===== src/rtl/useq_pkg.sv =====
// Shared encodings for the microprogram sequencer: FSM states, microinstruction
// field codes, bus/ALU selects and control-word bit positions.
package useq_pkg;

    localparam int             AW_DEF         = 7;
    localparam int             UW_DEF         = 20;
    localparam logic [6:0]     START_ADDR_DEF = 7'd64;

    typedef enum logic [1:0] {
        ST_IDLE  = 2'd0,
        ST_FETCH = 2'd1,
        ST_EXEC  = 2'd2,
        ST_HALT  = 2'd3
    } state_t;

    // Control word bit positions: {write_enable, clear, increment}
    localparam int CW_WE  = 2;
    localparam int CW_CLR = 1;
    localparam int CW_INC = 0;

    localparam logic [2:0] F1_NOP   = 3'b000;
    localparam logic [2:0] F1_ADD   = 3'b001;
    localparam logic [2:0] F1_CLRAC = 3'b010;
    localparam logic [2:0] F1_INCAC = 3'b011;
    localparam logic [2:0] F1_DRTAC = 3'b100;
    localparam logic [2:0] F1_DRTAR = 3'b101;
    localparam logic [2:0] F1_PCTAR = 3'b110;
    localparam logic [2:0] F1_WRITE = 3'b111;

    localparam logic [2:0] F2_NOP   = 3'b000;
    localparam logic [2:0] F2_SUB   = 3'b001;
    localparam logic [2:0] F2_OR    = 3'b010;
    localparam logic [2:0] F2_AND   = 3'b011;
    localparam logic [2:0] F2_READ  = 3'b100;
    localparam logic [2:0] F2_ACTDR = 3'b101;
    localparam logic [2:0] F2_INCDR = 3'b110;
    localparam logic [2:0] F2_PCTDR = 3'b111;

    localparam logic [2:0] F3_NOP   = 3'b000;
    localparam logic [2:0] F3_XOR   = 3'b001;
    localparam logic [2:0] F3_COM   = 3'b010;
    localparam logic [2:0] F3_SHL   = 3'b011;
    localparam logic [2:0] F3_SHR   = 3'b100;
    localparam logic [2:0] F3_INCPC = 3'b101;
    localparam logic [2:0] F3_ARTPC = 3'b110;
    localparam logic [2:0] F3_HLT   = 3'b111;

    localparam logic [1:0] CD_ONE  = 2'b00;
    localparam logic [1:0] CD_IBIT = 2'b01;
    localparam logic [1:0] CD_SIGN = 2'b10;
    localparam logic [1:0] CD_ZERO = 2'b11;

    localparam logic [1:0] BR_JMP  = 2'b00;
    localparam logic [1:0] BR_CALL = 2'b01;
    localparam logic [1:0] BR_RET  = 2'b10;
    localparam logic [1:0] BR_MAP  = 2'b11;

    localparam logic [2:0] BUS_NONE = 3'd0;
    localparam logic [2:0] BUS_AR   = 3'd1;
    localparam logic [2:0] BUS_PC   = 3'd2;
    localparam logic [2:0] BUS_DR   = 3'd3;
    localparam logic [2:0] BUS_AC   = 3'd4;
    localparam logic [2:0] BUS_MEM  = 3'd7;

    localparam logic [2:0] ALU_PASS = 3'd0;
    localparam logic [2:0] ALU_ADD  = 3'd1;
    localparam logic [2:0] ALU_AND  = 3'd2;
    localparam logic [2:0] ALU_OR   = 3'd3;
    localparam logic [2:0] ALU_XOR  = 3'd4;
    localparam logic [2:0] ALU_COM  = 3'd5;
    localparam logic [2:0] ALU_SHL  = 3'd6;
    localparam logic [2:0] ALU_SHR  = 3'd7;

endpackage


===== src/rtl/useq_decode.sv =====
// Combinational F1/F2/F3 decoder into register control words, bus select, ALU op
// and memory strobes; zero latency, all outputs forced to 0 outside EXEC, no backpressure.
module useq_decode
    import useq_pkg::*;
(
    input  logic       exec_i,
    input  logic [2:0] f1_i,
    input  logic [2:0] f2_i,
    input  logic [2:0] f3_i,
    output logic [2:0] ar_ctrl_o,
    output logic [2:0] pc_ctrl_o,
    output logic [2:0] dr_ctrl_o,
    output logic [2:0] ac_ctrl_o,
    output logic [2:0] bus_sel_o,
    output logic [2:0] alu_op_o,
    output logic       mem_read_o,
    output logic       mem_write_o
);

    // Fields are decoded F3, F2, F1 so the later (higher-priority) field
    // overwrites bus_sel/alu_op, while register control bits accumulate.
    always_comb begin
        ar_ctrl_o   = 3'b000;
        pc_ctrl_o   = 3'b000;
        dr_ctrl_o   = 3'b000;
        ac_ctrl_o   = 3'b000;
        bus_sel_o   = BUS_NONE;
        alu_op_o    = ALU_PASS;
        mem_read_o  = 1'b0;
        mem_write_o = 1'b0;

        case (f3_i)
            F3_XOR:   begin ac_ctrl_o[CW_WE] = 1'b1; alu_op_o = ALU_XOR; end
            F3_COM:   begin ac_ctrl_o[CW_WE] = 1'b1; alu_op_o = ALU_COM; end
            F3_SHL:   begin ac_ctrl_o[CW_WE] = 1'b1; alu_op_o = ALU_SHL; end
            F3_SHR:   begin ac_ctrl_o[CW_WE] = 1'b1; alu_op_o = ALU_SHR; end
            F3_INCPC: pc_ctrl_o[CW_INC] = 1'b1;
            F3_ARTPC: begin pc_ctrl_o[CW_WE] = 1'b1; bus_sel_o = BUS_AR; end
            default:  ;
        endcase

        case (f2_i)
            F2_SUB:   begin ac_ctrl_o[CW_WE] = 1'b1; alu_op_o = ALU_ADD; end
            F2_OR:    begin ac_ctrl_o[CW_WE] = 1'b1; alu_op_o = ALU_OR; end
            F2_AND:   begin ac_ctrl_o[CW_WE] = 1'b1; alu_op_o = ALU_AND; end
            F2_READ:  begin dr_ctrl_o[CW_WE] = 1'b1; bus_sel_o = BUS_MEM; mem_read_o = 1'b1; end
            F2_ACTDR: begin dr_ctrl_o[CW_WE] = 1'b1; bus_sel_o = BUS_AC; end
            F2_INCDR: dr_ctrl_o[CW_INC] = 1'b1;
            F2_PCTDR: begin dr_ctrl_o[CW_WE] = 1'b1; bus_sel_o = BUS_PC; end
            default:  ;
        endcase

        case (f1_i)
            F1_ADD:   begin ac_ctrl_o[CW_WE] = 1'b1; alu_op_o = ALU_ADD; end
            F1_CLRAC: ac_ctrl_o[CW_CLR] = 1'b1;
            F1_INCAC: ac_ctrl_o[CW_INC] = 1'b1;
            F1_DRTAC: begin ac_ctrl_o[CW_WE] = 1'b1; bus_sel_o = BUS_DR; alu_op_o = ALU_PASS; end
            F1_DRTAR: begin ar_ctrl_o[CW_WE] = 1'b1; bus_sel_o = BUS_DR; end
            F1_PCTAR: begin ar_ctrl_o[CW_WE] = 1'b1; bus_sel_o = BUS_PC; end
            F1_WRITE: begin bus_sel_o = BUS_AC; mem_write_o = 1'b1; end
            default:  ;
        endcase

        if (!exec_i) begin
            ar_ctrl_o   = 3'b000;
            pc_ctrl_o   = 3'b000;
            dr_ctrl_o   = 3'b000;
            ac_ctrl_o   = 3'b000;
            bus_sel_o   = BUS_NONE;
            alu_op_o    = ALU_PASS;
            mem_read_o  = 1'b0;
            mem_write_o = 1'b0;
        end
    end

endmodule


===== src/rtl/micro_sequencer.sv =====
// Microprogram control unit: CAR/SBR sequencing over a 1-cycle control ROM, two
// cycles per microstep (FETCH, EXEC); controls asserted only in EXEC, no backpressure.
module micro_sequencer
    import useq_pkg::*;
#(
    parameter int             AW         = AW_DEF,
    parameter int             UW         = UW_DEF,
    parameter logic [AW-1:0]  START_ADDR = START_ADDR_DEF
) (
    input  logic          clk,
    input  logic          rst,
    input  logic          start,
    input  logic [UW-1:0] uinst,
    output logic [AW-1:0] car_addr,
    input  logic [3:0]    opcode,
    input  logic          i_bit,
    input  logic          ac_sign,
    input  logic          ac_zero,
    output logic [2:0]    ar_ctrl,
    output logic [2:0]    pc_ctrl,
    output logic [2:0]    dr_ctrl,
    output logic [2:0]    ac_ctrl,
    output logic [2:0]    bus_sel,
    output logic [2:0]    alu_op,
    output logic          mem_read,
    output logic          mem_write,
    output logic          halted
);

    state_t        state_q, state_d;
    logic [AW-1:0] car_q, car_d;
    logic [AW-1:0] sbr_q, sbr_d;

    logic [2:0]    f1, f2, f3;
    logic [1:0]    cd, br;
    logic [AW-1:0] ad;
    logic [AW-1:0] car_inc;
    logic          cond;
    logic          exec;

    assign f1 = uinst[UW-1 -: 3];
    assign f2 = uinst[UW-4 -: 3];
    assign f3 = uinst[UW-7 -: 3];
    assign cd = uinst[UW-10 -: 2];
    assign br = uinst[UW-12 -: 2];
    assign ad = uinst[AW-1:0];

    assign car_inc = car_q + AW'(1);
    assign exec    = (state_q == ST_EXEC);

    always_comb begin
        cond = 1'b1;
        case (cd)
            CD_ONE:  cond = 1'b1;
            CD_IBIT: cond = i_bit;
            CD_SIGN: cond = ac_sign;
            CD_ZERO: cond = ac_zero;
            default: cond = 1'b1;
        endcase
    end

    always_ff @(posedge clk or posedge rst) begin
        if (rst) begin
            state_q <= ST_IDLE;
            car_q   <= '0;
            sbr_q   <= '0;
        end else begin
            state_q <= state_d;
            car_q   <= car_d;
            sbr_q   <= sbr_d;
        end
    end

    always_comb begin
        state_d = state_q;
        car_d   = car_q;
        sbr_d   = sbr_q;
        case (state_q)
            ST_IDLE: begin
                if (start) begin
                    state_d = ST_FETCH;
                    car_d   = START_ADDR;
                end
            end
            ST_FETCH: state_d = ST_EXEC;
            ST_EXEC: begin
                // HLT still takes its branch so CAR is left pointing past it.
                state_d = (f3 == F3_HLT) ? ST_HALT : ST_FETCH;
                case (br)
                    BR_JMP:  car_d = cond ? ad : car_inc;
                    BR_CALL: begin
                        car_d = cond ? ad : car_inc;
                        if (cond) sbr_d = car_inc;
                    end
                    BR_RET:  car_d = sbr_q;
                    BR_MAP:  car_d = AW'({opcode, 2'b00});
                    default: car_d = car_inc;
                endcase
            end
            ST_HALT: state_d = ST_HALT;
            default: state_d = ST_IDLE;
        endcase
    end

    useq_decode u_decode (
        .exec_i      (exec),
        .f1_i        (f1),
        .f2_i        (f2),
        .f3_i        (f3),
        .ar_ctrl_o   (ar_ctrl),
        .pc_ctrl_o   (pc_ctrl),
        .dr_ctrl_o   (dr_ctrl),
        .ac_ctrl_o   (ac_ctrl),
        .bus_sel_o   (bus_sel),
        .alu_op_o    (alu_op),
        .mem_read_o  (mem_read),
        .mem_write_o (mem_write)
    );

    assign car_addr = car_q;
    assign halted   = (state_q == ST_HALT);

endmodule


===== config.mk =====
export PLATFORM = sky130hd
export DESIGN_NAME = micro_sequencer
export DESIGN_NICKNAME = d
export VERILOG_FILES = /design/src/rtl/useq_pkg.sv /design/src/rtl/useq_decode.sv /design/src/rtl/micro_sequencer.sv
export SDC_FILE = /design/constraint.sdc
export NUM_CORES = 1
export LEC_CHECK = 0
export ABC_AREA = 1
export CORE_ASPECT_RATIO = 0.8
export CORE_MARGIN = 2
export CORE_UTILIZATION = 45
export CTS_BUF_LIST = sky130_fd_sc_hd__clkbuf_2
export DETAILED_ROUTE_END_ITERATION = 12
export PLACE_DENSITY = 0.83
export SETUP_SLACK_MARGIN = 0.4
export SLEW_MARGIN = 20
export SYNTH_ARGS = -nofsm -noshare
export SYNTH_HDL_FRONTEND = slang
export SYNTH_SLANG_ARGS = --single-unit

===== constraint.sdc =====
create_clock -name clk -period 1.8 [get_ports clk]
set_input_delay 0.18 -clock clk [delete_from_list [all_inputs] [get_ports clk]]
set_output_delay 0.18 -clock clk [all_outputs]
set_load 0.02 [all_outputs]

Word-level counts from Yosys, hierarchy flattened
Index checks and enable logic that the tools add are counted.
{ "totals": {"ff_bits": 16, "latchBits": 0, "ram_bits": 0, "romBits": 0, "inputBits": 30, "out_inout_bits": 28, "word_cells": 82, "n_memories": 0} }
{ "op_classes": {"add_sub_neg": 1, "multipliers": 0, "div": 0, "order_cmp": 0, "n_eq_ne": 31, "shifts": 0, "mux": 34, "bitwise": 0, "n_reduce_logical": 13} }
{ "op_table": {"columns": ["op", "n"], "rows": [
  ["3-bit == test, second input constant", 12],
  ["3-bit one-hot mux with 3 select lines", 3],
  ["7-bit one-hot mux with 3 select lines", 1],
  ["3-bit by 2-bit == test with 1-bit output, second input constant", 6],
  ["3-bit two-way mux", 6],
  ["1-bit two-way mux", 15],
  ["7-bit two-way mux", 2],
  ["7-bit one-hot mux with 2 select lines", 1],
  ["2-bit == test, second input constant", 6],
  ["3-bit one-hot mux with 4 select lines", 1],
  ["3-bit by 1-bit == test with 1-bit output, second input constant", 3],
  ["2-bit one-hot mux with 4 select lines", 1],
  ["2-bit OR reduction", 4],
  ["7-bit by 1-bit adder with 7-bit output, second input constant", 1],
  ["2-bit by 1-bit == test with 1-bit output, second input constant", 3],
  ["2-bit zero test", 3],
  ["3-bit one-hot mux with 2 select lines", 1],
  ["3-bit OR reduction", 2],
  ["2-bit two-way mux", 2],
  ["1-bit one-hot mux with 4 select lines", 1],
  ["4-bit OR reduction", 1],
  ["3-bit AND reduction", 1],
  ["2-bit != test, second input constant", 1],
  ["2-bit AND reduction", 1],
  ["2-bit nonzero test", 1]
]} }

Depth between registers and ports, before layout
{ "depth": {"word_depth": 6, "ltp_mapped": 10} }

By module
From an unflattened synthesis, not the netlist that was laid out.
{ "unflattened": {"cells_unflattened": 204, "area_unflattened_um2": 1306.3} }
{ "by_module_without_submodules": {"columns": ["module", "n_inst", "cells_each", "area_per_inst_um2", "seq_area_each_um2"], "rows": [
  ["micro_sequencer", 1, 135, 983.4, 400.4],
  ["useq_decode", 1, 69, 322.8, 0.0]
]} }

Worst setup path after synthesis
No wires, ideal clock.
{ "synth_path": {"kind": "register to output", "startpoint": "register state_q[0]", "endpoint": "output port dr_ctrl[0]", "arrival_ns": 1.269, "required_ns": 1.620, "setup_slack_ns": 0.351, "path_stages_with_launch": 6, "path_buffers": 2, "path_cell_list": "dfrtp_1 nor2_4 buf_6 inv_8 buf_6 nor4_2"} }
{ "synth_via": {"elab_chain_cells": 2} }
{ "synth_lines": {"columns": ["item", "line", "rtl"], "rows": [
  ["from (decl)", "micro_sequencer.sv:30", "state_t state_q, state_d;"],
  ["from (signal assigned)", "micro_sequencer.sv:68", "state_q <= state_d;"],
  ["2-bit == test", "micro_sequencer.sv:49", "assign exec = (state_q == ST_EXEC);"],
  ["3-bit two-way mux", "useq_decode.sv:64", "if (!exec_i) begin"],
  ["to (decl)", "micro_sequencer.sv:21", "output logic [2:0] dr_ctrl,"]
]} }
No other way between the ends.

Worst setup path after layout
{ "layout_path": {"startpoint": "register state_q[1]", "endpoint": "register sbr_q[6]"} }
{ "layout_via": {"elab_chain_cells": 2} }
{ "layout_lines": {"columns": ["item", "line", "rtl"], "rows": [
  ["2-bit == test", "micro_sequencer.sv:78", "case (state_q)"],
  ["3-bit AND reduction (no line)", null, null],
  ["to (signal assigned)", "micro_sequencer.sv:70", "sbr_q <= sbr_d;"],
  ["to (decl)", "micro_sequencer.sv:32", "logic [AW-1:0] sbr_q, sbr_d;"]
]} }
No other way between the ends.
A chain may end at the register's enable or synchronous reset.

==> summary.md <==
| Metric | Value |
|---|---|
| CP Capture Type | `flip-flop` |
| IO Port Bufs | `53` |
| Layout net count | `312` |
| Final setup margin | `136.6 ps` |
| Number of DRC markers in iteration 0 | `162` |
| Final Setup Violations | `0` |
| Worst skew pair latency | `310 ps` |
| CTS Buf Count | `3` |
| # IOs | `58` |
| Critical R2R Launch | `state_q[1]` |
| Worst VDD drop | `0.0003625 V` |
| #FFs+latches synth | `16` |
| Die Area | `3612 um^2` |
| R2R Path End | `sbr_q[6]` |
| Core area | `3040 um^2` |
| Vias per cell | `5.481` |
| Netlist Area Pre-Place | `1415 um^2` |
| First-pass GRT wire length | `7107 um` |
| Clock transition at path regs | `170 ps` |
| Total grt overflow | `0` |
| Setup crit start kind | `flip-flop` |
| Final hold violation count | `0` |
| Chip height | `54.16 um` |
| Setup Crit Path Kind | `reg -> reg` |
| HP Class | `in -> async` |
| Synth area leaders | `dfrtp_1 (28%), nand2_1 (12%), nand3_1 (7.4%)` |
| Die Wd | `66.70 um` |
| Final period util | `92.41%` |
| Syn Inst Count | `197` |
| Largest net degree at the start of global routing | `17` |
| Post-synth EDFFs | `0` |
| Crit path DAT | `1890 ps` |
| Cell area power density | `321.2 nW/um^2` |
| Worst Max-Slew Pin Slew | `631.0 ps` |
| Most frequent CP cell | `nor2_4` |
| Clock skew | `13.35 ps` |
| Worst path max stage delay | `390 ps` |
| Critical Path, Cell by Cell | `inv_2 -> nor2_4 -> buf_12 -> buf_6 -> buf_6 -> nand2_8 -> nor2_4 -> nand3_4 -> nor2_4 -> a21oi_2` |
| Slew Viols, Final | `0` |
| Max Cap Violations | `0` |
| Vias in the first global route | `1483` |
| Post-layout util | `78.11%` |
| Synth warn | `0` |
| Yosys cell types | `38` |
| Final WL | `5143 um` |
| Most used DFF post-synth | `dfrtp_1` |
| Worst rel slew slack | `57.89%` |
| Syn_area_per_cell | `7.183 um^2` |
| Total Routing Usage GR | `26.01%` |
| Crit-path max FO | `7` |
| CTS sink cnt | `16` |
| Post-CTS Hold Buffers | `0` |
| Post-Place Worst Slack | `-249.1 ps` |
| Post-synth top area cell | `dfrtp_1` |
| Ratio of cells with drive above 1 in the final layout | `41.07%` |
| Initial DRT Pass Iterations | `5` |
| Slowest cell on the critical path | `dfrtp_1` |
| CTS tree | `yes` |
| CP required | `2020 ps` |
| Inserted Diodes | `0` |
| Synth-to-layout area growth | `67.82%` |
| Clk root buf | `clkbuf_2` |
| R2R setup slack | `140 ps` |
| Wire length per cell | `16.07 um` |
| DRC | `0` |
| Clock period minus worst slack | `1663 ps` |
| Final GP Congestion | `0.8193` |
| Post-synth top cells | `nand2_1 (46), inv_1 (27), nand3_1 (21)` |
| Hpwl dp | `3126 um` |
| Initial Util | `46.54%` |
| Antenna Nets Post-Route | `0` |
| Outcome | `completed` |
| RSZ-0062 raised after global routing | `true` |
| Pleak | `1.140 nW` |
| Cell with the most instances after synthesis | `nand2_1` |
| Synth async-reset ratio | `100.0%` |
| Buf+Inv Stages, Crit Path | `4` |
| Initial antenna violation count | `0` |
| Top delay family on crit path | `simple AND/OR/NAND/NOR gates` |
| FMAX | `601.2 MHz` |
| CTS HTree Levels | `1` |
| Area fraction of the dominant cell type after synthesis | `28.29%` |
| Std cell rows | `18` |
| Worst Reg-to-Reg Cells | `10` |
| Sequential area share after synthesis | `28.29%` |
| Max clock buf depth | `2` |
| DR vias | `1754` |
[routing by layer]
metal / vias up / global-route usage [%] / share of wire [%]
li1: 802 / - / -
met3: 14 / 3.138 / 8.1
met5: - / 0 / 0
met4: 0 / 3.061 / 2.1
met2: 104 / 42.17 / 49
met1: 834 / 38.36 / 40
[layout make-up]
cell class              count  area [um^2]
clock inverters             1        3.754
repair inverters            1        6.256
well taps                  40        50.05
flip-flops and latches     16        404.1
inverters                  33        133.9
fillers                   197        665.6
repair buffers             82        743.2
clock buffers               3        15.01
multi-input cells         144         1018
[report_power, final]
part	switching (mW)	internal, mW	leakage (nW)
logic	0.128	0.104	0.934
clock network	0.122	0.0483	0.0140
registers	0	0.360	0.192
[through the flow]
| stage | setup TNS [ps] | power (mW) | std cells | hold slack, ps | instance area, um^2 |
|---|---|---|---|---|---|
| floorplan | 0 | 0.4567 | 200 | 93.67 | 1433 |
| global placement | -1580 | 0.5648 | 306 | 465.1 | 2100 |
| detailed placement | -1829 | 0.5690 | 306 | 484.1 | 2100 |
| CTS | 0 | 0.7402 | 318 | 246.4 | 2248 |
| global route | 0 | 0.8070 | 320 | 254.2 | 2375 |
| finish | 0 | 0.7628 | 320 | 225.0 | 2375 |
[what timing repair did]
item                                    CTS  global route
endpoints found under the setup margin   34            33
gates resized for setup                 126            34
buffers inserted                          6             2
cloned                                    2             0
pin swaps                                12             3
[logic make-up after synthesis]
| family | Yosys count | share of synthesized area, % |
|---|---|---|
| xor+xnor | 4 | 2.476 |
| compound gates | 35 | 15.91 |
| flops | 16 | 28.29 |
| fa+ha+maj | 1 | 0.8840 |
| simple gates | 99 | 37.67 |
| other cells | 1 | 0.2650 |
| buf+inv | 41 | 14.50 |
[cells in the final DEF, fill, tap and decap left out, types with 5 or more instances in the layout]
| cell type | instances |
|---|---|
| nand2_2 | 9 |
| nand3_2 | 5 |
| nor2_2 | 6 |
| nor2_4 | 6 |
| nand3_1 | 17 |
| clkdlybuf4s50_1 | 24 |
| buf_6 | 12 |
| o21ai_2 | 5 |
| a21oi_1 | 5 |
| o21ai_0 | 5 |
| dlygate4sd2_1 | 10 |
| inv_2 | 7 |
| inv_1 | 24 |
| buf_4 | 31 |
| dfrtp_1 | 13 |
| o21ai_1 | 7 |
| nand2_1 | 36 |
[worst max-delay path by stage]
stage | from | endpoint | slack (ps) | depth (start not counted)
after global placement | uinst[11] | alu_op[0] | -210 | 7
after global routing | state_q[1] | bus_sel[0] | 70 | 7
final | state_q[1] | sbr_q[6] | 140 | 10
after CTS | state_q[1] | bus_sel[0] | 200 | 7
after detailed placement | uinst[11] | alu_op[0] | -250 | 7
after floorplan | state_q[0] | dr_ctrl[0] | 350 | 5
[worst reg2reg max path, cell delays in order, from the launching register on]
cell	delay, ps
dfrtp_1	390
inv_2	60
nor2_4	120
buf_12	140
buf_6	110
buf_6	110
nand2_8	50
nor2_4	160
nand3_4	220
nor2_4	180
a21oi_2	40
[flip-flops by register name, indices dropped and copies added, names as in the netlist]
signal,cells
car_addr,7
sbr_q,7
state_q,2
(Power assumes the default switching activity.)
